### src/rtl/puf_eval_controller_if.sv
// puf_eval_controller_if: command/response handshake bundle for puf_eval_controller.
// Ports (signals): cmd_valid, cmd_ready, cmd_challenge[CHAL_W], rsp_valid, rsp_ready,
// rsp_bit, rsp_ones[8], and rsp_stable only when PUF_STABILITY_FLAG_EN is defined.
// master = host side, slave = controller side.
interface puf_eval_controller_if #(parameter int CHAL_W = 64);
  logic              cmd_valid;
  logic              cmd_ready;
  logic [CHAL_W-1:0] cmd_challenge;
  logic              rsp_valid;
  logic              rsp_ready;
  logic              rsp_bit;
  logic [7:0]        rsp_ones;
`ifdef PUF_STABILITY_FLAG_EN
  logic              rsp_stable;
  modport master (output cmd_valid, cmd_challenge, rsp_ready,
                  input  cmd_ready, rsp_valid, rsp_bit, rsp_ones, rsp_stable);
  modport slave  (input  cmd_valid, cmd_challenge, rsp_ready,
                  output cmd_ready, rsp_valid, rsp_bit, rsp_ones, rsp_stable);
`else
  modport master (output cmd_valid, cmd_challenge, rsp_ready,
                  input  cmd_ready, rsp_valid, rsp_bit, rsp_ones);
  modport slave  (input  cmd_valid, cmd_challenge, rsp_ready,
                  output cmd_ready, rsp_valid, rsp_bit, rsp_ones);
`endif
endinterface

### src/rtl/puf_eval_controller.sv
// puf_eval_controller: sequences one arbiter_puf evaluation (settle, multi-sample, majority vote).
// Ports: clk, rst_n (async active-low), bus (slave: cmd valid/ready/challenge, rsp valid/ready/bit/ones),
// puf_challenge (registered challenge to the PUF), puf_response (registered PUF output), busy.
// Optional macro PUF_STABILITY_FLAG_EN adds bus.rsp_stable (all samples agreed).
module puf_eval_controller #(
  parameter int CHAL_W      = 64,
  parameter int SETTLE_CYC  = 4,
  parameter int NUM_SAMPLES = 5
) (
  input  logic                   clk,
  input  logic                   rst_n,
  puf_eval_controller_if.slave   bus,
  output logic [CHAL_W-1:0]      puf_challenge,
  input  logic                   puf_response,
  output logic                   busy
);
  if (SETTLE_CYC < 1 || SETTLE_CYC > 255 || NUM_SAMPLES < 1 || NUM_SAMPLES > 255 ||
      NUM_SAMPLES % 2 == 0) begin : g_bad_param
    $error("puf_eval_controller: illegal SETTLE_CYC/NUM_SAMPLES");
  end
  typedef enum logic [1:0] {IDLE, SETTLE, SAMPLE, DONE} state_t;
  state_t     state;
  logic [7:0] cnt;
  logic [7:0] ones;
  logic [7:0] ones_n;
  // ones count including the sample taken at the current edge
  assign ones_n        = ones + 8'(puf_response);
  assign bus.cmd_ready = rst_n && state == IDLE;
  assign busy          = state != IDLE;
  always_ff @(posedge clk or negedge rst_n) begin
    if (!rst_n) begin
      state         <= IDLE;
      cnt           <= '0;
      ones          <= '0;
      puf_challenge <= '0;
      bus.rsp_valid <= 1'b0;
      bus.rsp_bit   <= 1'b0;
      bus.rsp_ones  <= '0;
`ifdef PUF_STABILITY_FLAG_EN
      bus.rsp_stable <= 1'b0;
`endif
    end else begin
      case (state)
        IDLE: if (bus.cmd_valid) begin
          puf_challenge <= bus.cmd_challenge;
          cnt           <= '0;
          ones          <= '0;
          state         <= SETTLE;
        end
        SETTLE: begin
          cnt <= cnt + 8'd1;
          if (cnt == 8'(SETTLE_CYC - 1)) begin
            cnt   <= '0;
            state <= SAMPLE;
          end
        end
        SAMPLE: begin
          ones <= ones_n;
          cnt  <= cnt + 8'd1;
          if (cnt == 8'(NUM_SAMPLES - 1)) begin
            bus.rsp_ones  <= ones_n;
            bus.rsp_bit   <= ones_n > 8'(NUM_SAMPLES / 2);
            bus.rsp_valid <= 1'b1;
`ifdef PUF_STABILITY_FLAG_EN
            bus.rsp_stable <= ones_n == 8'd0 || ones_n == 8'(NUM_SAMPLES);
`endif
            state         <= DONE;
          end
        end
        DONE: if (bus.rsp_ready) begin
          bus.rsp_valid <= 1'b0;
          state         <= IDLE;
        end
      endcase
    end
  end
endmodule

### src/flat_wrapper.sv
// flat-port wrapper written by rule: the top's interface ports become plain ports
module puf_eval_controller_flat 
#(
  parameter int CHAL_W      = 64,
  parameter int SETTLE_CYC  = 4,
  parameter int NUM_SAMPLES = 5
)
  (clk, rst_n, puf_challenge, puf_response, busy, bus_cmd_valid, bus_cmd_challenge, bus_rsp_ready, bus_cmd_ready, bus_rsp_valid, bus_rsp_bit, bus_rsp_ones);
  puf_eval_controller_if #(.CHAL_W(CHAL_W)) bus_i ();
  input  logic clk;
  input  logic rst_n;
  output logic [CHAL_W-1:0] puf_challenge;
  input  logic puf_response;
  output logic busy;
  input wire logic [$bits(bus_i.cmd_valid)-1:0] bus_cmd_valid;
  input wire logic [$bits(bus_i.cmd_challenge)-1:0] bus_cmd_challenge;
  input wire logic [$bits(bus_i.rsp_ready)-1:0] bus_rsp_ready;
  output wire logic [$bits(bus_i.cmd_ready)-1:0] bus_cmd_ready;
  output wire logic [$bits(bus_i.rsp_valid)-1:0] bus_rsp_valid;
  output wire logic [$bits(bus_i.rsp_bit)-1:0] bus_rsp_bit;
  output wire logic [$bits(bus_i.rsp_ones)-1:0] bus_rsp_ones;
  assign bus_i.cmd_valid = bus_cmd_valid;
  assign bus_i.cmd_challenge = bus_cmd_challenge;
  assign bus_i.rsp_ready = bus_rsp_ready;
  assign bus_cmd_ready = bus_i.cmd_ready;
  assign bus_rsp_valid = bus_i.rsp_valid;
  assign bus_rsp_bit = bus_i.rsp_bit;
  assign bus_rsp_ones = bus_i.rsp_ones;
  puf_eval_controller #(.CHAL_W(CHAL_W), .SETTLE_CYC(SETTLE_CYC), .NUM_SAMPLES(NUM_SAMPLES)) u_core (.clk(clk), .rst_n(rst_n), .bus(bus_i), .puf_challenge(puf_challenge), .puf_response(puf_response), .busy(busy));
endmodule
### config.mk
export PLATFORM = sky130hd
export DESIGN_NAME = puf_eval_controller_flat
export DESIGN_NICKNAME = d
export VERILOG_FILES = /design/src/rtl/puf_eval_controller_if.sv /design/src/rtl/puf_eval_controller.sv /design/src/flat_wrapper.sv
export SDC_FILE = /design/constraint.sdc
export NUM_CORES = 1
export LEC_CHECK = 0
export ABC_AREA = 1
export CAP_MARGIN = 20
export CORE_AREA = 2 2 101 103
export CTS_BUF_LIST = sky130_fd_sc_hd__clkbuf_8
export CTS_CLUSTER_DIAMETER = 60
export DETAILED_ROUTE_END_ITERATION = 16
export DIE_AREA = 0 0 103 105
export GPL_TIMING_DRIVEN = 0
export PLACE_DENSITY = 0.77
export SETUP_SLACK_MARGIN = 0.02
export SYNTH_ARGS = -nofsm -noshare
export SYNTH_HDL_FRONTEND = slang
export SYNTH_SLANG_ARGS = --single-unit
### constraint.sdc
create_clock -name clk -period 1.55 [get_ports clk]
set_clock_uncertainty 0.2 [all_clocks]
set_input_delay 0.2325 -clock clk [delete_from_list [all_inputs] [get_ports clk]]
set_output_delay 0.2325 -clock clk [all_outputs]
set_load 0.005 [all_outputs]
==> flow_summary_export.csv <==
group,metric,value,unit
worst_setup_path,cp_max_fo,4,
sta,rsz0062_at_grt,"true",
yosys,synth_area_leaders,"dfrtp_1 (58%), nand2_1 (24%), inv_1 (2.6%)",
sta,finalHoldViolations,72,
floorplanning,die-area,10820,sq um
routing,vias_per_cell,4.859,
layout,final_cell_mix,"nand2_1 (146), dfrtp_1 (91), dlygate4sd2_1 (73)",
routing,remaining_drc_errors,0,
routing,vias,3989,
placement,dpl.cell_count,747,
placement,io_buffers,144,
sta,period_share,1.094,
floorplanning,die_width,103,um
power,p_leak,0.003561,uW
sta,drv_slew,0,
yosys,synth_nets,546,
yosys,seq_area_frac_synth,0.5797,
clocking,clk_latency,0.35,ns
floorplanning,initial_utilization,0.4120,
layout,drive_gt1_frac,0.3590,
power,power.share.combinational,0.536,
power,p_int,7829,uW
status,violations,"hold timing, setup timing",
power,clkPwrFrac,0.143,
worst_setup_path,endpoint_kind,"flip-flop",
sta,holdWs,-0.1028,ns
grt,antenna_found_initial,0,
routing,firstDrtPassIters,4,
floorplanning,ios,145,
routing,drt-initial-drc-count,226,
placement,gp_congestion,0.8575,
yosys,ys_types,26,
yosys,ys_ff_latch,92,
floorplanning,die_h,105,um
clocking,ctsRootBufferMaster,"clkbuf_8",
layout,final_common_cell,"nand2_1",
clocking,tritoncts,"built",
layout,antennaDiodeCount,0,
clocking,htreeDepth,3,
worst_setup_path,crit_arrival,1.73,ns
worst_setup_path,r2r_cells,7,
routing,finalWirelength,13740,um
sta,tightest_slew,0.8847,ns
worst_setup_path,crit_type,"reg2reg",
sta,finalSetupViolations,109,
status,outcome,"finished, violations left",
yosys,syn_inst,469,
sta,slew_headroom,0.4083,
yosys,syn_area_per_cell,8.468,sq um
yosys,yosys.area.top_type,"dfrtp_1",
sta,tns,-8.729,ns
worst_setup_path,crit_path_start_kind,"flip-flop",
yosys,synth_top_area_share,0.5797,
grt,grt_first_pass_wirelength,18860,um
layout,final_cells,821,
clocking,cts_sinks,92,
sta,period_needed,1.696,ns
min_path,hold_class,"in2async",
grt,overflow,0,
yosys,synthesis.area,3971,sq um
floorplanning,fp.coreArea,9639,sq um
clocking,cts.path.max_buffers,2,
worst_setup_path,required,1.59,ns
floorplanning,placementRows,36,
power,switching_share,0.3875,
grt,gr-usage-all-layers,0.2220,
placement,place_ws,-0.5177,ns
layout,design_area,7212,sq um
power,pwr-share-seq,0.321,
layout,syn_to_final_growth,81.60,%
sta,fin_ws,-0.1459,ns
routing,drtAntennaViolNets,0,
grt,grt_pass1_vias,3881,
placement,dp.final_hpwl,7555,um
power,power.switching,4952,uW
layout,fin_nets,761,
placement,place_area,5712,sq um
grt,grt_max_degree,74,
routing,avgRoutedWirePerCell,16.74,um
clocking,cts-buffers-inserted,9,
power,peakVddDrop,0.8451,mV
power,power_density,1772,nW/um^2
job,cap_violations,0,
clocking,clkTransAtPathRegs,0.09,ns
yosys,yosysWarnings,0,
sta,fmax,589.7,MHz
[final timing paths]
check,endpoint,slack (ns),startpoint
min,u_core.puf_challenge[41],-0.10,rst_n
max reg2reg,u_core.cnt[4],-0.15,u_core.cnt[1]
max in group asynchronous,u_core.ones[0],-0.02,rst_n
min reg2reg,u_core.puf_challenge[11],0.28,u_core.puf_challenge[11]
max,u_core.cnt[4],-0.15,u_core.cnt[1]
min in group clk,u_core.puf_challenge[40],0.19,bus_cmd_challenge[40]
[timing repair]
item | 4_1_cts | 5_1_grt
resized for setup | 209 | 109
buffers inserted | 41 | 6
endpoints found under the hold margin | 92 | 92
cloned | 8 | 2
setup endpoints to repair | 161 | 92
pin swaps | 59 | 37
[area by class of cell]
type / count / area (sq um)
Fill cell: 662 / 2427
Sequential cell: 92 / 2303
Multi-Input combinational cell: 333 / 2137
Timing Repair Buffer: 204 / 2053
Buffer: 14 / 195.2
Tap cell: 133 / 166.4
Clock buffer: 10 / 137.6
Inverter: 30 / 135.1
Clock inverter: 5 / 83.83
[logic make-up after synthesis]
group,synth area share
fa+ha+maj,0.02521
simple gates,0.2943
compound gates,0.04442
flops,0.5797
xor+xnor,0.008823
buf+inv,0.04757
[through the flow]
step | util | power, uW
after floorplan | - | 6004
after global placement | 0.5900 | 8447
after detailed placement | 0.5925 | 8622
after CTS | 0.6915 | 11520
after global routing | 0.7482 | 13490
final | 0.7482 | 12780
[cell usage after synthesis]
master    count
a21oi_1       4
nor3_1        1
o21bai_1      1
nand2_1     252
and2_1        2
inv_1        27
nand3_1      14
or2_2         2
inv_2         3
nor3_4        1
o211ai_1      1
dfrtp_1      92
buf_6         1
nand4_1       5
nand2_2       1
nor2_1       14
nand3_2       1
ha_1          8
xnor2_1       1
xor2_1        3
o21ai_0       5
nor2_2        1
o22ai_1       8
o21ai_2       7
buf_2        13
o21ai_1       1
[power groups by stage]
| stage | clock [uW] | sequential [uW] | combinational [uW] |
|---|---|---|---|
| after global routing | 1950 | 4210 | 7340 |
| after CTS | 1840 | 3900 | 5790 |
| final | 1830 | 4100 | 6850 |
| after floorplan | 0 | 3960 | 2040 |
| after global placement | 0 | 3900 | 4550 |
| after detailed placement | 0 | 3920 | 4700 |
[registers in the layout, indices dropped and copies added, names as in the netlist]
name	flops
u_core.cnt	8
u_core.bus.rsp_valid	1
u_core.puf_challenge	64
u_core.state	2
u_core.bus.rsp_ones	8
u_core.ones	8
u_core.bus.rsp_bit	1
[worst max-delay path, stage by stage (launching register included)]
cell and delay, ns:
dfrtp_2 0.43, buf_4 0.13, ha_2 0.20, nand4_1 0.19, nand2_2 0.14, nand2_2 0.10, nand2_2 0.12, a21oi_1 0.07
[layer usage]
layer	vias to the layer above	routed length, um	share of wire	GRT usage
met5	-	0	0	0
met1	1952	5245	0.38	0.2702
met2	131	7443	0.54	0.3785
met4	0	408	0.030	0.09023
li1	1874	-	-	-
met3	32	645	0.047	0.04482
(Power assumes the default switching activity.)
